## config.mk

```make
export PLATFORM = sky130hd
export DESIGN_NAME = chebyshev_feeder_flat
export DESIGN_NICKNAME = d
export VERILOG_FILES = /design/src/rtl/chebyshev_feeder_pkg.sv /design/src/rtl/chebyshev_feeder_if.sv /design/src/rtl/chebyshev_feeder_coeff_table.sv /design/src/rtl/chebyshev_feeder.sv /design/src/flat_wrapper.sv
export SDC_FILE = /design/constraint.sdc
export NUM_CORES = 1
export LEC_CHECK = 0
export ABC_AREA = 1
export BUFFER_PORTS_ARGS = -buffer_cell sky130_fd_sc_hd__buf_2
export CAP_MARGIN = 15
export CORE_ASPECT_RATIO = 0.5
export CORE_UTILIZATION = 25
export CTS_CLUSTER_DIAMETER = 150
export CTS_CLUSTER_SIZE = 28
export DETAILED_ROUTE_END_ITERATION = 8
export SYNTH_ARGS = -nofsm -noshare
export SYNTH_HDL_FRONTEND = slang
export SYNTH_SLANG_ARGS = --single-unit
```

## constraint.sdc

```tcl
create_clock -name clock -period 2.39 [get_ports clock]
set_input_delay 0.239 -clock clock [delete_from_list [all_inputs] [get_ports clock]]
set_output_delay 0.239 -clock clock [all_outputs]
set_load 0.03 [all_outputs]
```

## src/rtl/chebyshev_feeder_pkg.sv

```systemverilog
// rtl/chebyshev_feeder_pkg.sv - shared state encoding and width helpers for the chebyshev feeder
package chebyshev_feeder_pkg;

    // Sequencer states, in the order a sample walks through them
    typedef enum logic [2:0] {
        IDLE   = 3'd0,
        CLEAR  = 3'd1,
        STREAM = 3'd2,
        DRAIN  = 3'd3,
        HOLD   = 3'd4
    } feeder_state_e;

    // Bits needed to count 0..n, never narrower than one bit
    function automatic int count_width(input int n);
        return (n < 1) ? 1 : $clog2(n + 1);
    endfunction

    // Core result width: full product of x*x*c plus any widening
    function automatic int out_width(input int wl, input int cl, input int widening);
        return 2 * wl + cl + widening;
    endfunction

    // Coefficient table index width for ORDER+1 entries
    function automatic int addr_width(input int order);
        return count_width(order);
    endfunction

endpackage

```

## src/rtl/chebyshev_feeder_if.sv

```systemverilog
// rtl/chebyshev_feeder_if.sv - handshake and core-side bundle between the feeder and its neighbours
interface chebyshev_feeder_if
    import chebyshev_feeder_pkg::*;
#(
    parameter int WL       = 2,
    parameter int CL       = 2,
    parameter int WIDENING = 0,
    parameter int ORDER    = 2
);

    localparam int OUT = out_width(WL, CL, WIDENING);
    localparam int AW  = addr_width(ORDER);

    // Coefficient write port
    logic                  coeff_wr_en;
    logic [AW-1:0]         coeff_wr_addr;
    logic signed [CL-1:0]  coeff_wr_data;
    logic                  coeff_wr_err;

    // Sample input handshake
    logic                  x_valid;
    logic                  x_ready;
    logic signed [WL-1:0]  x_data;

    // Drive side of the computation core
    logic                  core_resetn;
    logic signed [WL-1:0]  data_in;
    logic signed [CL-1:0]  coeff_in;
    logic signed [OUT-1:0] result_in;

    // Result output handshake
    logic                  result_valid;
    logic                  result_ready;
    logic signed [OUT-1:0] result_data;

    // Environment view: writes coefficients, offers samples, models the core, consumes results
    modport master (
        output coeff_wr_en, coeff_wr_addr, coeff_wr_data,
        input  coeff_wr_err,
        output x_valid, x_data,
        input  x_ready,
        input  core_resetn, data_in, coeff_in,
        output result_in,
        input  result_valid, result_data,
        output result_ready
    );

    // Feeder view
    modport slave (
        input  coeff_wr_en, coeff_wr_addr, coeff_wr_data,
        output coeff_wr_err,
        input  x_valid, x_data,
        output x_ready,
        output core_resetn, data_in, coeff_in,
        input  result_in,
        output result_valid, result_data,
        input  result_ready
    );

endinterface

```

## src/rtl/chebyshev_feeder_coeff_table.sv

```systemverilog
// rtl/chebyshev_feeder_coeff_table.sv - ORDER+1 entry coefficient register file with range-checked writes
module chebyshev_coeff_table
    import chebyshev_feeder_pkg::*;
#(
    parameter int CL    = 2,
    parameter int ORDER = 2,
    parameter int AW    = addr_width(ORDER)
) (
    input  logic                 clock,
    input  logic                 reset,
    input  logic                 wr_allow,
    input  logic                 wr_en,
    input  logic [AW-1:0]        wr_addr,
    input  logic signed [CL-1:0] wr_data,
    output logic                 wr_err,
    input  logic [AW-1:0]        rd_addr,
    output logic signed [CL-1:0] rd_data
);

    logic signed [CL-1:0] mem_q [ORDER+1];
    logic signed [CL-1:0] mem_d [ORDER+1];
    logic                 wr_ok;
    logic                 wr_err_q;
    logic                 wr_err_d;

    // Accept a write only when the owner allows it and the index exists; flag everything else
    always_comb begin
        mem_d    = mem_q;
        wr_ok    = wr_en && wr_allow && (int'(wr_addr) <= ORDER);
        wr_err_d = wr_en && !wr_ok;
        if (wr_ok) begin
            mem_d[wr_addr] = wr_data;
        end
    end

    // Table storage and the one-cycle reject pulse
    always_ff @(posedge clock) begin
        if (reset) begin
            for (int i = 0; i <= ORDER; i++) begin
                mem_q[i] <= '0;
            end
            wr_err_q <= 1'b0;
        end else begin
            mem_q    <= mem_d;
            wr_err_q <= wr_err_d;
        end
    end

    // Combinational read; indices past the table read as zero
    always_comb begin
        rd_data = '0;
        if (int'(rd_addr) <= ORDER) begin
            rd_data = mem_q[rd_addr];
        end
    end

    assign wr_err = wr_err_q;

endmodule

```

## src/rtl/chebyshev_feeder.sv

```systemverilog
// rtl/chebyshev_feeder.sv - sequences one sample and the coefficient table into the chebyshev core
module chebyshev_feeder
    import chebyshev_feeder_pkg::*;
#(
    parameter int WL       = 2,
    parameter int CL       = 2,
    parameter int WIDENING = 0,
    parameter int ORDER    = 2,
    parameter int LATENCY  = 2
) (
    input  logic              clock,
    input  logic              reset,
    chebyshev_feeder_if.slave bus
);

    localparam int OUT = out_width(WL, CL, WIDENING);
    localparam int AW  = addr_width(ORDER);
    localparam int DW  = count_width(LATENCY);

    localparam logic [AW-1:0] ORDER_IDX  = AW'(ORDER);
    localparam logic [DW-1:0] DRAIN_LAST = DW'(LATENCY - 1);

    feeder_state_e         state_q, state_d;
    logic [AW-1:0]         cnt_q, cnt_d;
    logic [DW-1:0]         drain_q, drain_d;
    logic signed [WL-1:0]  x_q, x_d;
    logic signed [OUT-1:0] result_data_q, result_data_d;

    logic                  x_ready_q, x_ready_d;
    logic                  core_resetn_q, core_resetn_d;
    logic signed [WL-1:0]  data_in_q, data_in_d;
    logic signed [CL-1:0]  coeff_in_q, coeff_in_d;
    logic                  result_valid_q, result_valid_d;

    logic signed [CL-1:0]  rd_data;

    // Coefficients may only change while no sample is in flight; the read follows the next stream index
    chebyshev_coeff_table #(
        .CL    (CL),
        .ORDER (ORDER),
        .AW    (AW)
    ) u_table (
        .clock   (clock),
        .reset   (reset),
        .wr_allow(state_q == IDLE),
        .wr_en   (bus.coeff_wr_en),
        .wr_addr (bus.coeff_wr_addr),
        .wr_data (bus.coeff_wr_data),
        .wr_err  (bus.coeff_wr_err),
        .rd_addr (cnt_d),
        .rd_data (rd_data)
    );

    // Next state: accept, clear the core, stream c_ORDER..c_0, drain the pipeline, hold the result
    always_comb begin
        state_d       = state_q;
        cnt_d         = cnt_q;
        drain_d       = drain_q;
        x_d           = x_q;
        result_data_d = result_data_q;
        unique case (state_q)
            IDLE: begin
                if (bus.x_valid && x_ready_q) begin
                    x_d     = bus.x_data;
                    state_d = CLEAR;
                end
            end
            CLEAR: begin
                cnt_d   = ORDER_IDX;
                state_d = STREAM;
            end
            STREAM: begin
                if (cnt_q == '0) begin
                    drain_d = DRAIN_LAST;
                    state_d = DRAIN;
                end else begin
                    cnt_d = cnt_q - AW'(1);
                end
            end
            DRAIN: begin
                if (drain_q == '0) begin
                    result_data_d = bus.result_in;
                    state_d       = HOLD;
                end else begin
                    drain_d = drain_q - DW'(1);
                end
            end
            HOLD: begin
                if (bus.result_ready) begin
                    state_d = IDLE;
                end
            end
            default: begin
                state_d = IDLE;
            end
        endcase
    end

    // Output values for the state being entered, so every output comes straight from a flop
    always_comb begin
        x_ready_d      = (state_d == IDLE);
        core_resetn_d  = (state_d != CLEAR);
        result_valid_d = (state_d == HOLD);
        data_in_d      = '0;
        coeff_in_d     = '0;
        if ((state_d == STREAM) || (state_d == DRAIN)) begin
            data_in_d = x_d;
        end
        if (state_d == STREAM) begin
            coeff_in_d = rd_data;
        end
    end

    // State and output registers; reset aborts any transaction and drops everything to zero
    always_ff @(posedge clock) begin
        if (reset) begin
            state_q        <= IDLE;
            cnt_q          <= '0;
            drain_q        <= '0;
            x_q            <= '0;
            result_data_q  <= '0;
            x_ready_q      <= 1'b0;
            core_resetn_q  <= 1'b0;
            data_in_q      <= '0;
            coeff_in_q     <= '0;
            result_valid_q <= 1'b0;
        end else begin
            state_q        <= state_d;
            cnt_q          <= cnt_d;
            drain_q        <= drain_d;
            x_q            <= x_d;
            result_data_q  <= result_data_d;
            x_ready_q      <= x_ready_d;
            core_resetn_q  <= core_resetn_d;
            data_in_q      <= data_in_d;
            coeff_in_q     <= coeff_in_d;
            result_valid_q <= result_valid_d;
        end
    end

    assign bus.x_ready      = x_ready_q;
    assign bus.core_resetn  = core_resetn_q;
    assign bus.data_in      = data_in_q;
    assign bus.coeff_in     = coeff_in_q;
    assign bus.result_valid = result_valid_q;
    assign bus.result_data  = result_data_q;

endmodule

```

## src/flat_wrapper.sv

```systemverilog
// flat-port wrapper written by rule: the top's interface ports become plain ports
module chebyshev_feeder_flat import chebyshev_feeder_pkg::*;
#(
    parameter int WL       = 2,
    parameter int CL       = 2,
    parameter int WIDENING = 0,
    parameter int ORDER    = 2,
    parameter int LATENCY  = 2
)
  (clock, reset, bus_coeff_wr_en, bus_coeff_wr_addr, bus_coeff_wr_data, bus_coeff_wr_err, bus_x_valid, bus_x_data, bus_x_ready, bus_core_resetn, bus_data_in, bus_coeff_in, bus_result_in, bus_result_valid, bus_result_data, bus_result_ready);
  chebyshev_feeder_if #(.WL(WL), .CL(CL), .WIDENING(WIDENING), .ORDER(ORDER)) bus_i ();
  input  logic clock;
  input  logic reset;
  input wire logic [$bits(bus_i.coeff_wr_en)-1:0] bus_coeff_wr_en;
  input wire logic [$bits(bus_i.coeff_wr_addr)-1:0] bus_coeff_wr_addr;
  input wire logic [$bits(bus_i.coeff_wr_data)-1:0] bus_coeff_wr_data;
  output wire logic [$bits(bus_i.coeff_wr_err)-1:0] bus_coeff_wr_err;
  input wire logic [$bits(bus_i.x_valid)-1:0] bus_x_valid;
  input wire logic [$bits(bus_i.x_data)-1:0] bus_x_data;
  output wire logic [$bits(bus_i.x_ready)-1:0] bus_x_ready;
  output wire logic [$bits(bus_i.core_resetn)-1:0] bus_core_resetn;
  output wire logic [$bits(bus_i.data_in)-1:0] bus_data_in;
  output wire logic [$bits(bus_i.coeff_in)-1:0] bus_coeff_in;
  input wire logic [$bits(bus_i.result_in)-1:0] bus_result_in;
  output wire logic [$bits(bus_i.result_valid)-1:0] bus_result_valid;
  output wire logic [$bits(bus_i.result_data)-1:0] bus_result_data;
  input wire logic [$bits(bus_i.result_ready)-1:0] bus_result_ready;
  assign bus_i.coeff_wr_en = bus_coeff_wr_en;
  assign bus_i.coeff_wr_addr = bus_coeff_wr_addr;
  assign bus_i.coeff_wr_data = bus_coeff_wr_data;
  assign bus_coeff_wr_err = bus_i.coeff_wr_err;
  assign bus_i.x_valid = bus_x_valid;
  assign bus_i.x_data = bus_x_data;
  assign bus_x_ready = bus_i.x_ready;
  assign bus_core_resetn = bus_i.core_resetn;
  assign bus_data_in = bus_i.data_in;
  assign bus_coeff_in = bus_i.coeff_in;
  assign bus_i.result_in = bus_result_in;
  assign bus_result_valid = bus_i.result_valid;
  assign bus_result_data = bus_i.result_data;
  assign bus_i.result_ready = bus_result_ready;
  chebyshev_feeder #(.WL(WL), .CL(CL), .WIDENING(WIDENING), .ORDER(ORDER), .LATENCY(LATENCY)) u_core (.clock(clock), .reset(reset), .bus(bus_i));
endmodule
```

==> flow_summary.ini, run 1 <==
[run_status]
status = completed

[power]
ir_drop_uv = 177
p_leak_uw = 0.000733
p_per_area_nw_per_um2 = 778

[yosys]
yosys_warnings = 0
netlist_instances = 154
syn_area_sq_um = 1220
synth_top_family_by_area = simple AND/OR/NAND/NOR gates
synthAdderAreaFrac_pct = 1.03
synth_mux_area_share_pct = 1.65
postSynthAreaPerCell_sq_um = 7.90
synth_compound_area_share_pct = 9.05
synthSimpleGateAreaFrac_pct = 31.3
synth_cell_types = 23
synth-xor-area-share_pct = 0
synth-seq-area-share_pct = 47.7
ys_ff_latch = 29
synth_nets = 172

[run]
maxCapViolCount = 0

[critical_path]
crit_arrival_ns = 1.62
crit_buf_inv = 2
critPathKind = flop to flop
setup.worst_path.start = u_core.drain_q[0]
cp-end-kind = flop
path_delay_family = simple AND/OR/NAND/NOR gates
path_max_fanout = 8
r2r_start = u_core.drain_q[0]
slowest_delay_ns = 0.35
critPathRequiredTime_ns = 2.60
crit_chain = inv_1 -> ha_1 -> inv_1 -> nand2_4 -> nand2_4 -> nor2_2 -> nand3_2 -> a21oi_1
r2r_slack_ns = 0.98
cp-start-kind = flop
slowest_stage = ha_1

[layout]
final_common_cell = buf_2
drive_gt1_share_pct = 27.7
final_core_util_pct = 33.6
nNetsFinal = 206
areaGrowthSynthToFinish_pct = 25.2
final_cell_mix = buf_2, dfxtp_1, inv_1
diodes = 0

[drt]
firstDrtPassIters = 4
drc = 0
wirelength_um = 2490
ant_nets = 0
wl_per_cell_um = 9.79
route.vias.total = 1061
viasPerCell = 4.18
initialDrtViolationCount = 16

[floorplan]
io-pin-count = 31
num_rows = 17
fp.dieW_um = 101
chipHeight_um = 51.3
initial_core_util_pct = 26.8
core_area_sq_um = 4530
dieArea_sq_um = 5160

[clocking]
cts.sinks = 29
cts_hold_buffers = 0
cts_root_buffer = clkbuf_8
clkLatencyLatePin_ns = 0.28
clk_pin_slew_worst_paths_ns = 0.06
htree_levels = 2
postCtsSetupBuffers = 0
cts_made_buffers = 5
cts_tree = done
cts_resized = 0
max-clock-path-buffers = 2

[hold_path]
min_path_type = input port to flop
hold_start = bus_coeff_wr_en

[timing]
rsz0062_at_grt = false
worstMarginPinSlew_ns = 0.365
slew_headroom_pct = 75.7
setup_viol = 0
finalWorstSetupSlack_ns = 0.983
tns_ns = 0
min_period_over_period_pct = 58.9
fmax_mhz = 711
fin_crit_ns = 1.41
finalClockSkew_ns = 0.00555
drv_slew = 0
hold_viol = 0

[placed_design]
place_ws_ns = 0.982
port_buffers = 30
hpwlAfterDp_um = 1980
place.gp.congestion = 0.735

[global_routing]
gr-usage-all-layers_pct = 11.1
grt_pass1_vias = 1031
grt_overflow = 0
grt_pass1_wl_um = 4260
antenna_found_initial = 0
grt_max_degree = 15
==> power breakdown <==
| part | total, uW | switching (uW) | internal [uW] |
|---|---|---|---|
| clock | 397 | 169 | 228 |
| sequential | 540 | 19.1 | 521 |
| combinational | 248 | 170 | 78.6 |
==> final cells by class <==
| type | count | area, sq um |
|---|---|---|
| flip-flops and latches | 29 | 581 |
| repair buffers | 30 | 150 |
| clock buffers | 7 | 86.3 |
| fillers | 479 | 3010 |
| inverters | 26 | 100 |
| multi-input cells | 96 | 523 |
| well taps | 66 | 82.6 |
==> registers in the layout, summed over array words and instances, names as in the netlist <==
name and cells:
u_core.state_q 3, u_core.bus.coeff_in 2, u_core.cnt_q 2, u_core.bus.data_in 2, u_core.bus.core_resetn 1, u_core.x_q 2
u_core.bus.x_ready 1, u_core.bus.result_valid 1, u_core.u_table.wr_err 1, u_core.u_table.mem_q 6, u_core.bus.result_data 6, u_core.drain_q 2
==> cells in the mapped netlist <==
library cell,instances,area [sq um]
nand3_2,3,30.0
nor2_4,1,11.3
dfxtp_1,29,581
nand2_2,1,6.26
clkbuf_1,2,7.51
nand3b_1,1,7.51
nor3_2,1,10.0
inv_1,22,82.6
nor3_1,2,10.0
nand2_4,3,33.8
nor2_8,1,20.0
nand4_1,1,6.26
o21ai_0,9,45.0
nor2_1,16,60.1
nor2_2,2,12.5
nand3_1,21,105
ha_1,1,12.5
a21oi_1,13,65.1
buf_2,1,5.00
inv_4,1,6.26
nand2_1,18,67.6
inv_2,3,11.3
mux2i_1,2,20.0
==> cell families after synthesis <==
logic type / count (synthesis)
AOI/OAI and AO/OA: 22
adders and majority gates: 1
buffers and inverters: 29
DFF: 29
muxes: 2
and+or+nand+nor: 71
==> worst reg2reg max path, delay by kind of cell (launching register included) <==
kind	cells	cell delay (ns)
simple gates	4	0.36
compound gates	1	0.12
buf+inv	2	0.20
fa+ha+maj	1	0.35
flops	1	0.31
==> metrics by stage <==
| step | area [sq um] | instances | hold WS (ns) | power (uW) |
|---|---|---|---|---|
| after floorplan | 1220 | 154 | 0.308 | 738 |
| after global placement | 1440 | 247 | 0.448 | 794 |
| after detailed placement | 1440 | 247 | 0.453 | 799 |
| after CTS | 1520 | 254 | 0.212 | 1200 |
| after global routing | 1520 | 254 | 0.235 | 1250 |
| final | 1520 | 254 | 0.218 | 1190 |
==> layer usage <==
metal	routed length (um)	vias to the layer above	GRT usage, %
li1	-	560	-
met1	1270	479	13.1
met2	1050	17	16.9
met3	120	5	4.51
met4	48	0	6.76
met5	0	-	0
==> path summary, 6_finish.rpt <==
check,to,cells after the start
min reg2reg,u_core.bus.result_data[3],2
max,u_core.bus.coeff_in[0],8
min,u_core.u_table.wr_err,3
max reg2reg,u_core.bus.coeff_in[0],8
(Power assumes the default switching activity.)
==> run 2: changes to the inputs <==
==> constraint.sdc (replaced) <==
create_clock -name clock -period 1.4 [get_ports clock]
set_input_delay 0.14 -clock clock [delete_from_list [all_inputs] [get_ports clock]]
set_output_delay 0.14 -clock clock [all_outputs]
set_load 0.03 [all_outputs]
==> run 2 against run 1 <==
Effect of this change:
- flip-flop and latch count stayed put
- final cell count increased by 0.39%
- via count down 0.85%
- critical path type unchanged
- critical path depth is the same
- combinational power increased by 78%
- sequential share of layout area down 0.43 points
- critical endpoint unchanged
- worst hold slack worse by 0.10 ns
- highest routed layer unchanged
- first-iteration DRC count grew to 2.6 times the previous value
- die area unchanged
==> flow_summary.ini, run 2 (same netlist as run 1, synthesis figures left out) <==
[timing]
holdWs_ns = 0.115
hold_viol = 0
finalClockSkew_ns = 0.00488
slew_headroom_pct = 75.0
fmax_mhz = 782
tns_ns = 0
worstMarginPinSlew_ns = 0.374
finalWorstSetupSlack_ns = 0.122
drv_slew = 0
min_period_over_period_pct = 91.3
setup_viol = 0
fin_crit_ns = 1.28

[layout]
final_core_util_pct = 34.0
final_cell_mix = buf_2, dfxtp_1, inv_1
nFillCells = 487
drive_gt1_share_pct = 29.6
final_common_cell = buf_2
diodes = 0
multi_input_area_sq_um = 533
finalInstanceArea_sq_um = 1540
seqCellArea_sq_um = 581
nNetsFinal = 207
areaGrowthSynthToFinish_pct = 26.6

[power]
p_leak_uw = 0.000738
swShare_pct = 31.0
intPower_uw = 1420
pwr-share-seq_pct = 44.6
comb_power_share_pct = 21.4
clkPwrFrac_pct = 33.9
p_per_area_nw_per_um2 = 1340
p_switching_uw = 641
ir_drop_uv = 364

[run]
maxCapViolCount = 0

[drt]
wirelength_um = 2620
wl_per_cell_um = 10.3
initialDrtViolationCount = 42
met2_length_um = 1090
wl_met1_um = 1340
drc = 0
ant_nets = 0
route.vias.total = 1052
met3_length_um = 138
highest_layer = met4
viasPerCell = 4.13
firstDrtPassIters = 4

[clocking]
postCtsSetupBuffers = 0
cts_tree = done
cts_resized = 0
cts_root_buffer = clkbuf_8
cts_hold_buffers = 0
cts_made_buffers = 5
clkLatencyLatePin_ns = 0.28
max-clock-path-buffers = 2
cts.sinks = 29
htree_levels = 2
clk_pin_slew_worst_paths_ns = 0.06

[global_routing]
grt_max_degree = 15
grt_pass1_vias = 973
grt_overflow = 0
gr-usage-all-layers_pct = 11.6
grt_pass1_wl_um = 4360
antenna_found_initial = 0

[critical_path]
path_max_fanout = 4
cp-end-kind = flop
critPathRequiredTime_ns = 1.61
cp-start-kind = flop
r2r_start = u_core.drain_q[0]
critPathKind = flop to flop
crit_arrival_ns = 1.48
r2r_cells = 8
r2r_slack_ns = 0.12
r2r_end = u_core.bus.coeff_in[0]

[floorplan]
chipHeight_um = 51.3
initial_core_util_pct = 26.8
core_area_sq_um = 4530
dieArea_sq_um = 5160
io-pin-count = 31
num_rows = 17
fp.dieW_um = 101

[hold_path]
hold_path_depth = 3
min_delay_worst_endpoint = u_core.u_table.wr_err
hold_start = bus_coeff_wr_en
min_path_type = input port to flop

[placed_design]
dpl_cell_area_sq_um = 1440
place_ws_ns = 0.108
port_buffers = 30
place.gp.congestion = 0.766
hpwlAfterDp_um = 2030

[run_status]
status = completed
-- run 2: worst max path at each step --
stage | from | endpoint | slack, ns | depth (start not counted)
CTS | u_core.drain_q[0] | u_core.bus.coeff_in[0] | 0.08 | 8
floorplan | u_core.drain_q[0] | u_core.state_q[0] | 0.18 | 10
detailed placement | u_core.drain_q[0] | u_core.bus.coeff_in[0] | 0.11 | 8
finish | u_core.drain_q[0] | u_core.bus.coeff_in[0] | 0.12 | 8
global placement | u_core.drain_q[0] | u_core.bus.coeff_in[1] | 0.15 | 8
global route | u_core.state_q[1] | u_core.bus.coeff_in[0] | -0.005 | 8
-- run 2: power groups by stage --
stage | Combinational (uW) | Sequential (uW) | Clock (uW)
6_report | 442 | 922 | 701
5_1_grt | 497 | 930 | 751
4_1_cts | 440 | 921 | 724
3_5_place_dp | 437 | 939 | 0
3_3_place_gp | 429 | 937 | 0
2_1_floorplan | 283 | 977 | 0
-- run 2: per-layer routing --
| metal | up-vias | global-route usage [%] |
|---|---|---|
| met1 | 461 | 15.5 |
| met4 | 0 | 6.52 |
| met2 | 22 | 15.9 |
| li1 | 561 | - |
| met5 | - | 0 |
| met3 | 8 | 4.24 |
-- run 2: area by class of cell --
| cell class | count | area share [%] |
|---|---|---|
| inverter | 26 | 6.50 |
| tap | 66 | 5.36 |
| sequential | 29 | 37.7 |
| timing repair buffer | 31 | 10.2 |
| clock buffer | 7 | 5.61 |
| multi-input combinational | 96 | 34.6 |
-- run 2: worst max-delay path, cell delays in order (launching register included) --
cell	delay, ns
dfxtp_1	0.31
inv_1	0.08
ha_2	0.22
inv_1	0.07
nand2_4	0.09
nand2_4	0.06
nor2_2	0.12
nand3_2	0.09
a21oi_1	0.16
-- run 2: through the flow --
stage,total power (uW),cells
after global routing,2180,255
after global placement,1370,248
after CTS,2080,255
final,2070,255
after floorplan,1260,154
after detailed placement,1380,248
==> run 3: changes to the inputs <==
==> constraint.sdc (replaced) <==
create_clock -name clock -period 1.25 [get_ports clock]
set_input_delay 0.125 -clock clock [delete_from_list [all_inputs] [get_ports clock]]
set_output_delay 0.125 -clock clock [all_outputs]
set_load 0.03 [all_outputs]
==> run 3 against run 2 <==
Effect of this change:
- design area is 6.0% higher
- first-iteration DRC count is 4.8% higher
- utilization is 2.0 points higher
- flip-flop and latch count stayed put
- clock power is 11% higher
- critical path type unchanged
- largest power group unchanged
==> flow_summary.ini, run 3 (same netlist as run 1, synthesis figures left out) <==
[run_status]
status = completed

[floorplan]
core_area_sq_um = 4530
dieArea_sq_um = 5160
initial_core_util_pct = 26.8
num_rows = 17
fp.dieW_um = 101
chipHeight_um = 51.3
io-pin-count = 31

[power]
ir_drop_uv = 427
p_switching_uw = 738
clkPwrFrac_pct = 33.0
swShare_pct = 31.3
intPower_uw = 1620
pwr-share-seq_pct = 44.4
p_leak_uw = 0.000777
p_per_area_nw_per_um2 = 1440
comb_power_share_pct = 22.6
total_power_uw = 2350

[critical_path]
slowest_stage = dfxtp_4
path_max_fanout = 6
crit_buf_inv = 1
critPathRequiredTime_ns = 1.47
crit_arrival_ns = 1.43
slowest_delay_ns = 0.36
path_common_cell = nand3_2
critPathKind = flop to flop
path_delay_family = simple AND/OR/NAND/NOR gates
cp-end-kind = flop
crit_chain = inv_4 -> nand2_2 -> nor2_8 -> nand2_4 -> nand3_2 -> nand3_2 -> a21oi_2
cp-start-kind = flop

[clocking]
cts_tree = done
cts_root_buffer = clkbuf_8
cts.sinks = 29
max-clock-path-buffers = 2
cts_made_buffers = 5
clk_pin_slew_worst_paths_ns = 0.06
clkLatencyLatePin_ns = 0.28
htree_levels = 2

[layout]
nNetsFinal = 213
final_core_util_pct = 36.0
areaGrowthSynthToFinish_pct = 34.3
instances_no_fill = 261
drive_gt1_share_pct = 38.5
final_cell_mix = buf_2, dfxtp_1, inv_1
final_common_cell = buf_2
diodes = 0

[timing]
hold_viol = 0
slew_headroom_pct = 74.3
drv_slew = 0
setup_viol = 0
fin_crit_ns = 1.21
rsz0062_at_grt = true
tns_ns = 0
fmax_mhz = 825
worstMarginPinSlew_ns = 0.385
min_period_over_period_pct = 97.0
finalClockSkew_ns = 0.00300

[drt]
wirelength_um = 2770
viasPerCell = 4.24
route.vias.total = 1106
ant_nets = 0
wl_per_cell_um = 10.6
firstDrtPassIters = 4
drc = 0
initialDrtViolationCount = 44

[placed_design]
port_buffers = 30
placedCellCount = 251
place.gp.congestion = 0.829
hpwlAfterDp_um = 2060

[global_routing]
grt_overflow = 0
grt_pass1_wl_um = 4310
grt_max_degree = 15
grt_pass1_vias = 980
gr-usage-all-layers_pct = 11.5
antenna_found_initial = 0

[run]
maxCapViolCount = 0

[hold_path]
min_path_type = input port to flop
[run 3: cell types whose count changed in the layout (fill, tap and decap cells not counted), moves of 2 or more]
cell,delta
nand3_1,-2
dfxtp_2,+3
dfxtp_1,-5
o21ai_0,-3
o21ai_1,+3
nand3_2,+2
a21oi_2,+4
buf_4,+6
a21oi_1,-4
dfxtp_4,+2
[run 3: repair_timing]
action                                  in CTS  in global routing
endpoints found under the setup margin       7                 21
hold endpoints to repair                     0                  0
gates resized for setup                      3                 21
hold buffers                                 0                  0
buffers inserted                             0                  3
pin swaps                                    0                  6
[run 3: worst min-delay path, delay by kind of cell]
| kind | cells | cell delay (ns) |
|---|---|---|
| buf+inv | 2 | 0.15 |
| simple gates | 1 | 0.09 |
[run 3: per-layer routing]
metal | vias to the layer above | global-route usage, % | share of wire (%)
met2 | 26 | 15.9 | 44
met4 | 0 | 7.25 | 2.3
li1 | 585 | - | -
met3 | 8 | 5.20 | 6.6
met5 | - | 0 | 0
met1 | 487 | 14.4 | 47
[run 3: worst paths after layout]
kind                             startpoint                        end  slack (ns)  cells past startpoint
setup / recovery          u_core.state_q[2]     u_core.bus.coeff_in[1]        0.04                      7
hold / removal              bus_coeff_wr_en      u_core.u_table.wr_err        0.11                      3
setup reg to reg          u_core.state_q[2]     u_core.bus.coeff_in[1]        0.04                      7
hold reg to reg   u_core.bus.result_data[1]  u_core.bus.result_data[1]        0.46                      2
[run 3: per-stage QoR]
| stage | setup slack, ns | hold WS (ns) | area (sq um) |
|---|---|---|---|
| CTS | 0.00312 | 0.0997 | 1560 |
| detailed placement | -0.0422 | 0.396 | 1470 |
| floorplan | 0.0277 | 0.194 | 1220 |
| global placement | 0.0145 | 0.393 | 1470 |
| finish | 0.0374 | 0.111 | 1630 |
| global route | -0.0360 | 0.113 | 1630 |
[run 3: area by class of cell]
class	count	area (sq um)
Fill cell	475	2900
Multi-Input combinational cell	96	567
Clock buffer	7	86.3
Tap cell	66	82.6
Sequential cell	29	592
Inverter	26	103
Timing Repair Buffer	37	203
[run 3: power groups by stage]
stage | logic (uW) | registers (uW) | clock network [uW]
floorplan | 317 | 1090 | 0
global placement | 485 | 1050 | 0
detailed placement | 499 | 1050 | 0
CTS | 503 | 1030 | 799
global route | 582 | 1050 | 838
finish | 532 | 1040 | 778
